`config.mk`:
```
export PLATFORM = sky130hd
export DESIGN_NAME = ba201v32i_ifu_flat
export DESIGN_NICKNAME = d
export VERILOG_FILES = /design/src/rtl/ba201v32i_ifu_pkg.sv /design/src/rtl/ba201v32i_ifu_if.sv /design/src/rtl/ba201v32i_ifu_fifo.sv /design/src/rtl/ba201v32i_ifu.sv /design/src/flat_wrapper.sv
export SDC_FILE = /design/constraint.sdc
export NUM_CORES = 1
export LEC_CHECK = 0
export CORE_MARGIN = 1
export CORE_UTILIZATION = 44
export CTS_CLUSTER_DIAMETER = 150
export CTS_CLUSTER_SIZE = 40
export DETAILED_ROUTE_END_ITERATION = 8
export PLACE_DENSITY = 0.66
export SYNTH_ARGS = -nofsm -noshare
export SYNTH_HDL_FRONTEND = slang
export SYNTH_SLANG_ARGS = --single-unit
export TNS_END_PERCENT = 100
```
`constraint.sdc`:
```
create_clock -name clk -period 5.1 [get_ports clk]
set_input_delay 1.275 -clock clk [delete_from_list [all_inputs] [get_ports clk]]
set_output_delay 1.275 -clock clk [all_outputs]
set_load 0.02 [all_outputs]
```
`src/rtl/ba201v32i_ifu_pkg.sv`:
```
// ba201v32i_ifu_pkg: shared constants and {pc, instr} entry layout for the IFU.
// Optional build macro IFU_SYNC_ITIM_EN selects a registered instruction memory.
package ba201v32i_ifu_pkg;

  localparam int unsigned INSTR_WORD_BYTES = 4;
  localparam logic [31:0] DEF_RESET_VECTOR = 32'h0000_0000;
  localparam logic [31:0] NOP_INSTR        = 32'h0000_0013;
  localparam int unsigned ENTRY_W          = 64;

  typedef struct packed {
    logic [31:0] pc;
    logic [31:0] instr;
  } ifu_entry_t;

  function automatic logic [31:0] align_pc(input logic [31:0] pc);
    return pc & ~32'h3;
  endfunction

endpackage

```
`src/rtl/ba201v32i_ifu_if.sv`:
```
// ba201v32i_ifu_if: instruction-memory, redirect and decode signals of the IFU.
// master = IFU side, slave = memory/core/decode side.
interface ba201v32i_ifu_if;

  logic        ifu_o_itim_valid;
  logic [31:0] ifu_o_itim_addr;
  logic [31:0] ifu_i_itim_rdata;
  logic        ifu_i_redirect;
  logic [31:0] ifu_i_redirect_pc;
  logic        ifu_o_valid;
  logic [31:0] ifu_o_pc;
  logic [31:0] ifu_o_instr;
  logic        ifu_i_ready;

  modport master (
    output ifu_o_itim_valid,
    output ifu_o_itim_addr,
    input  ifu_i_itim_rdata,
    input  ifu_i_redirect,
    input  ifu_i_redirect_pc,
    output ifu_o_valid,
    output ifu_o_pc,
    output ifu_o_instr,
    input  ifu_i_ready
  );

  modport slave (
    input  ifu_o_itim_valid,
    input  ifu_o_itim_addr,
    output ifu_i_itim_rdata,
    output ifu_i_redirect,
    output ifu_i_redirect_pc,
    input  ifu_o_valid,
    input  ifu_o_pc,
    input  ifu_o_instr,
    output ifu_i_ready
  );

endinterface

```
`src/rtl/ba201v32i_ifu_fifo.sv`:
```
// ba201v32i_ifu_fifo: synchronous {pc, instr} FIFO with push, pop and flush.
// Flush wins over push and pop; caller never pushes when full.
module ba201v32i_ifu_fifo
  import ba201v32i_ifu_pkg::*;
#(
  parameter  int unsigned DEPTH = 4,
  localparam int unsigned AW    = $clog2(DEPTH),
  localparam int unsigned CW    = AW + 1
) (
  input  logic          clk,
  input  logic          rst_n,
  input  logic          i_push,
  input  ifu_entry_t    i_data,
  input  logic          i_pop,
  input  logic          i_flush,
  output logic [CW-1:0] o_count,
  output ifu_entry_t    o_head
);

  logic [ENTRY_W-1:0] r_mem [DEPTH];
  logic [AW-1:0]      r_wp;
  logic [AW-1:0]      r_rp;
  logic [CW-1:0]      r_count;

  always_ff @(posedge clk) begin
    if (!rst_n || i_flush) begin
      r_wp    <= '0;
      r_rp    <= '0;
      r_count <= '0;
    end else begin
      if (i_push) r_wp <= r_wp + AW'(1);
      if (i_pop)  r_rp <= r_rp + AW'(1);
      unique case ({i_push, i_pop})
        2'b10:   r_count <= r_count + CW'(1);
        2'b01:   r_count <= r_count - CW'(1);
        default: r_count <= r_count;
      endcase
    end
  end

  always_ff @(posedge clk) begin
    if (i_push) r_mem[r_wp] <= i_data;
  end

  assign o_count = r_count;
  assign o_head  = ifu_entry_t'(r_mem[r_rp]);

endmodule

```
`src/rtl/ba201v32i_ifu.sv`:
```
// ba201v32i_ifu: issues word fetches and queues {pc, instr} pairs for decode.
// Define IFU_SYNC_ITIM_EN when instruction memory returns data one cycle late.
module ba201v32i_ifu
  import ba201v32i_ifu_pkg::*;
#(
  parameter logic [31:0] RESET_VECTOR = DEF_RESET_VECTOR,
  parameter int unsigned FIFO_DEPTH   = 4
) (
  input logic             clk,
  input logic             rst_n,
  ba201v32i_ifu_if.master bus
);

  localparam int unsigned CW = $clog2(FIFO_DEPTH) + 1;
  localparam logic [CW-1:0] DEPTH_C = CW'(FIFO_DEPTH);

  logic [31:0]   r_fetch_pc;
  logic [CW-1:0] w_count;
  logic [CW-1:0] w_occ;
  logic          w_inflight;
  logic          w_req;
  logic          w_valid;
  logic          w_push;
  logic          w_pop;
  ifu_entry_t    w_push_data;
  ifu_entry_t    w_head;

  // Occupancy uses registered state only, so ready never reaches itim_valid.
  assign w_occ   = w_count + CW'(w_inflight);
  assign w_req   = rst_n & ~bus.ifu_i_redirect & (w_occ < DEPTH_C);
  assign w_valid = rst_n & (w_count != '0);
  assign w_pop   = w_valid & bus.ifu_i_ready;

`ifdef IFU_SYNC_ITIM_EN
  logic        r_inflight;
  logic [31:0] r_inflight_pc;
  logic        w_drop;

  // A redirect while the word is returning discards it.
  assign w_drop      = bus.ifu_i_redirect;
  assign w_inflight  = r_inflight;
  assign w_push      = r_inflight & ~w_drop;
  assign w_push_data = '{pc: r_inflight_pc,
                         instr: bus.ifu_i_itim_rdata};

  always_ff @(posedge clk) begin
    if (!rst_n) begin
      r_inflight    <= 1'b0;
      r_inflight_pc <= RESET_VECTOR;
    end else begin
      r_inflight <= w_req;
      if (w_req) r_inflight_pc <= r_fetch_pc;
    end
  end
`else
  assign w_inflight  = 1'b0;
  assign w_push      = w_req;
  assign w_push_data = '{pc: r_fetch_pc,
                         instr: bus.ifu_i_itim_rdata};
`endif

  always_ff @(posedge clk) begin
    if (!rst_n) begin
      r_fetch_pc <= RESET_VECTOR;
    end else if (bus.ifu_i_redirect) begin
      r_fetch_pc <= align_pc(bus.ifu_i_redirect_pc);
    end else if (w_req) begin
      r_fetch_pc <= r_fetch_pc + 32'(INSTR_WORD_BYTES);
    end
  end

  ba201v32i_ifu_fifo #(
    .DEPTH (FIFO_DEPTH)
  ) u_fifo (
    .clk     (clk),
    .rst_n   (rst_n),
    .i_push  (w_push),
    .i_data  (w_push_data),
    .i_pop   (w_pop),
    .i_flush (bus.ifu_i_redirect),
    .o_count (w_count),
    .o_head  (w_head)
  );

  assign bus.ifu_o_itim_valid = w_req;
  assign bus.ifu_o_itim_addr  = r_fetch_pc;
  assign bus.ifu_o_valid      = w_valid;
  assign bus.ifu_o_pc         = w_valid ? w_head.pc : '0;
  assign bus.ifu_o_instr      = w_valid ? w_head.instr : '0;

endmodule

```
`src/flat_wrapper.sv`:
```
// flat-port wrapper written by rule: the top's interface ports become plain ports
module ba201v32i_ifu_flat import ba201v32i_ifu_pkg::*;
#(
  parameter logic [31:0] RESET_VECTOR = DEF_RESET_VECTOR,
  parameter int unsigned FIFO_DEPTH   = 4
)
  (clk, rst_n, bus_ifu_o_itim_valid, bus_ifu_o_itim_addr, bus_ifu_i_itim_rdata, bus_ifu_i_redirect, bus_ifu_i_redirect_pc, bus_ifu_o_valid, bus_ifu_o_pc, bus_ifu_o_instr, bus_ifu_i_ready);
  ba201v32i_ifu_if bus_i ();
  input logic clk;
  input logic rst_n;
  output wire logic [$bits(bus_i.ifu_o_itim_valid)-1:0] bus_ifu_o_itim_valid;
  output wire logic [$bits(bus_i.ifu_o_itim_addr)-1:0] bus_ifu_o_itim_addr;
  input wire logic [$bits(bus_i.ifu_i_itim_rdata)-1:0] bus_ifu_i_itim_rdata;
  input wire logic [$bits(bus_i.ifu_i_redirect)-1:0] bus_ifu_i_redirect;
  input wire logic [$bits(bus_i.ifu_i_redirect_pc)-1:0] bus_ifu_i_redirect_pc;
  output wire logic [$bits(bus_i.ifu_o_valid)-1:0] bus_ifu_o_valid;
  output wire logic [$bits(bus_i.ifu_o_pc)-1:0] bus_ifu_o_pc;
  output wire logic [$bits(bus_i.ifu_o_instr)-1:0] bus_ifu_o_instr;
  input wire logic [$bits(bus_i.ifu_i_ready)-1:0] bus_ifu_i_ready;
  assign bus_ifu_o_itim_valid = bus_i.ifu_o_itim_valid;
  assign bus_ifu_o_itim_addr = bus_i.ifu_o_itim_addr;
  assign bus_i.ifu_i_itim_rdata = bus_ifu_i_itim_rdata;
  assign bus_i.ifu_i_redirect = bus_ifu_i_redirect;
  assign bus_i.ifu_i_redirect_pc = bus_ifu_i_redirect_pc;
  assign bus_ifu_o_valid = bus_i.ifu_o_valid;
  assign bus_ifu_o_pc = bus_i.ifu_o_pc;
  assign bus_ifu_o_instr = bus_i.ifu_o_instr;
  assign bus_i.ifu_i_ready = bus_ifu_i_ready;
  ba201v32i_ifu #(.RESET_VECTOR(RESET_VECTOR), .FIFO_DEPTH(FIFO_DEPTH)) u_core (.clk(clk), .rst_n(rst_n), .bus(bus_i));
endmodule
```
==> impl_metrics.json <==
{
  "start_util_pct": 45.3,
  "cts-htree-levels": 1,
  "viasPerCell": 5.67,
  "rsz0062_at_grt": "no",
  "fmax_mhz": 218,
  "crit_chain": "clkdlybuf4s50_1 > o31a_2 > buf_12 > and2_1 > clkdlybuf4s50_1",
  "ir_drop_mv": 0.207,
  "drv_cap": 0,
  "ctsHoldBuffers": 0,
  "slowest_delay_ns": 0.62,
  "power_leakage_nw": 4.30,
  "worst_pin_slew_ns": 1.29,
  "synth_area_sq_mm": 0.0115,
  "most-common-layout-cells": "248 x edfxtp_1, 153 x clkdlybuf4s50_1, 64 x and2_1",
  "grt_usage_pct": 18.1,
  "finalHoldViolations": 0,
  "ys_ff_latch": 287,
  "fin_crit_sh_pct": 89.8,
  "cts_setup_buffers": 0,
  "status": "complete, no violations",
  "fill_cells": 2024,
  "die_h_um": 164,
  "cts_root_buf": "clkbuf_16",
  "io-pin-count": 166,
  "yosys_warnings": 0,
  "final_common_cell": "edfxtp_1",
  "diodes": 0,
  "drcViolationCount": 0,
  "dieWidth_um": 164,
  "wl_per_cell_um": 20.9,
  "multi_input_area_sq_mm": 0.00310,
  "critPathKind": "primary input to output port",
  "critical_path_required_ns": 3.83,
  "dr.pass1.iters": 5,
  "slew_violations": 0,
  "first_global_vias": 6619,
  "gp_congestion": 0.827,
  "core_sq_mm": 0.0255,
  "critPathMaxFanout": 19,
  "setup_viol": 0,
  "cts_tree": "done",
  "cts_sinks": 287,
  "worstPathBufferInverterCount": 3,
  "cts_made_buffers": 11,
  "ys.flop_type": "edfxtp_1",
  "skew_ns": 0.0591,
  "path_delay_family": "buffers and inverters",
  "start_kind": "primary input",
  "end_kind": "output port",
  "rows": 58,
  "seqCellArea_sq_mm": 0.00824,
  "grt_max_degree": 63,
  "ant_nets": 0,
  "dpl.hpwl_um": 14600,
  "finalCriticalPeriod_ns": 4.58,
  "clk_pin_slew_worst_paths_ns": 0.08,
  "portBuffers": 159,
  "synth.distinct_cells": 46,
  "drt_iter0_markers": 450,
  "antenna_found_initial": 0,
  "clock_path_buffers": 3,
  "num_vias": 6455,
  "crit_path_top_delay_cell": "clkdlybuf4s50_1",
  "synth_seq_area_share_pct": 71.2,
  "synth_cells": 665,
  "arrival_ns": 3.30,
  "powerDensity_mw_per_mm2": 291,
  "overflow": 0,
  "synth-edff-count": 248,
  "post_cts_resized": 0,
  "synth-async-reset-ratio_pct": 0,
  "tns_ns": 0,
  "wl_um": 23900,
  "finalNonFillerCells": 1139,
  "dieArea_sq_mm": 0.0269,
  "placedCellCount": 1124,
  "grt_pass1_wl_um": 36800,
  "crit_top_cell": "clkdlybuf4s50_1",
  "synthToLayoutAreaGrowth_pct": 19.9,
  "insertion_delay_ns": 0.50,
  "drive_gt1_share_pct": 12.4,
  "fin_nets": 882,
  "max_slew_margin_pct": 13.8,
  "p_total_mw": 4.03,
  "synth.avg_cell_area_sq_um": 17.4,
  "worstHoldPathType": "register to register"
}
-- worst register-to-register path, stage by stage, from the launching register on --
cell and delay [ns]:
dfxtp_1 0.75, o31a_2 0.55, buf_12 0.22, and2_1 0.18
ha_1 0.20, inv_1 0.07, fa_1 0.39, xor2_1 0.17
or3_1 0.32, a21oi_1 0.17
-- sequential cells by signal, indices dropped and copies added, names as in the netlist, named ones only --
name                        flops
u_core.u_fifo.r_wp              2
u_core.u_fifo.o_count           3
u_core.u_fifo.r_rp              2
u_core.u_fifo.r_mem           248
u_core.bus.ifu_o_itim_addr     30
-- final cells by class --
type | instances | share of cell area (%)
multi-input combinational | 327 | 22.4
clock buffer | 14 | 2.07
timing repair buffer | 169 | 12.6
inverter | 11 | 0.298
clock inverter | 1 | 0.217
tap | 330 | 2.98
sequential | 287 | 59.5
-- Yosys cell counts, drive strengths merged (11+ instances only) --
master	instances	area share, %
nor2	19	0.62
clkbuf	28	0.91
nand3	11	0.52
o21ai	27	1.2
inv	11	0.36
a31oi	12	0.65
nand2	15	0.49
buf	15	0.82
edfxtp	248	64
dfxtp	39	6.8
mux4	62	12
and2	68	3.7
-- per-layer routing --
layer,vias up,global-route usage [%],share of wire (%)
met3,19,2.40,5.7
met1,3320,25.3,43
met2,233,30.7,50
met5,-,0,0
met4,0,3.45,1.2
li1,2883,-,-
-- metrics by stage --
step	instance area [sq um]	setup WS (ns)	util, %	hold slack, ns
6_report	13800	0.522	54.4	0.528
5_1_grt	13800	0.410	54.4	0.569
3_5_place_dp	13500	0.485	53.1	0.508
2_1_floorplan	11600	1.01	-	0.481
3_3_place_gp	13500	0.466	53.1	0.499
4_1_cts	13800	0.490	54.4	0.537
-- logic make-up after synthesis --
family                   after synthesis  synth area share [%]
XOR/XNOR                              13                 0.986
AO/OA/AOI/OAI                         65                  3.50
buffers and inverters                 54                  2.09
AND/OR/NAND/NOR                      172                  8.89
other                                  1                0.0325
multiplexers                          66                  12.4
flip-flops                           287                  71.2
adder cells (fa/ha/maj)                7                 0.823
-- power by group --
| part | leakage [nW] | switching [mW] | internal [mW] |
|---|---|---|---|
| registers | 2.60 | 0.0543 | 2.61 |
| logic | 1.56 | 0.137 | 0.144 |
| clock network | 0.151 | 0.670 | 0.415 |
| total | 4.30 | 0.862 | 3.17 |
-- final timing paths --
path | startpoint | to | slack (ns) | cells after the start
worst min register to register | u_core.u_fifo.r_rp[1]$_SDFFE_PP0P_ | u_core.u_fifo.r_rp[1]$_SDFFE_PP0P_ | 0.53 | 2
worst max register to register | u_core.u_fifo.o_count[2]$_SDFFE_PP0P_ | u_core.u_fifo.o_count[2]$_SDFFE_PP0P_ | 2.03 | 9
worst min-delay path | u_core.u_fifo.r_rp[1]$_SDFFE_PP0P_ | u_core.u_fifo.r_rp[1]$_SDFFE_PP0P_ | 0.53 | 2
worst max-delay path | rst_n | bus_ifu_o_pc[24] | 0.52 | 5
Note: power is estimated with default switching activity, not from simulation.
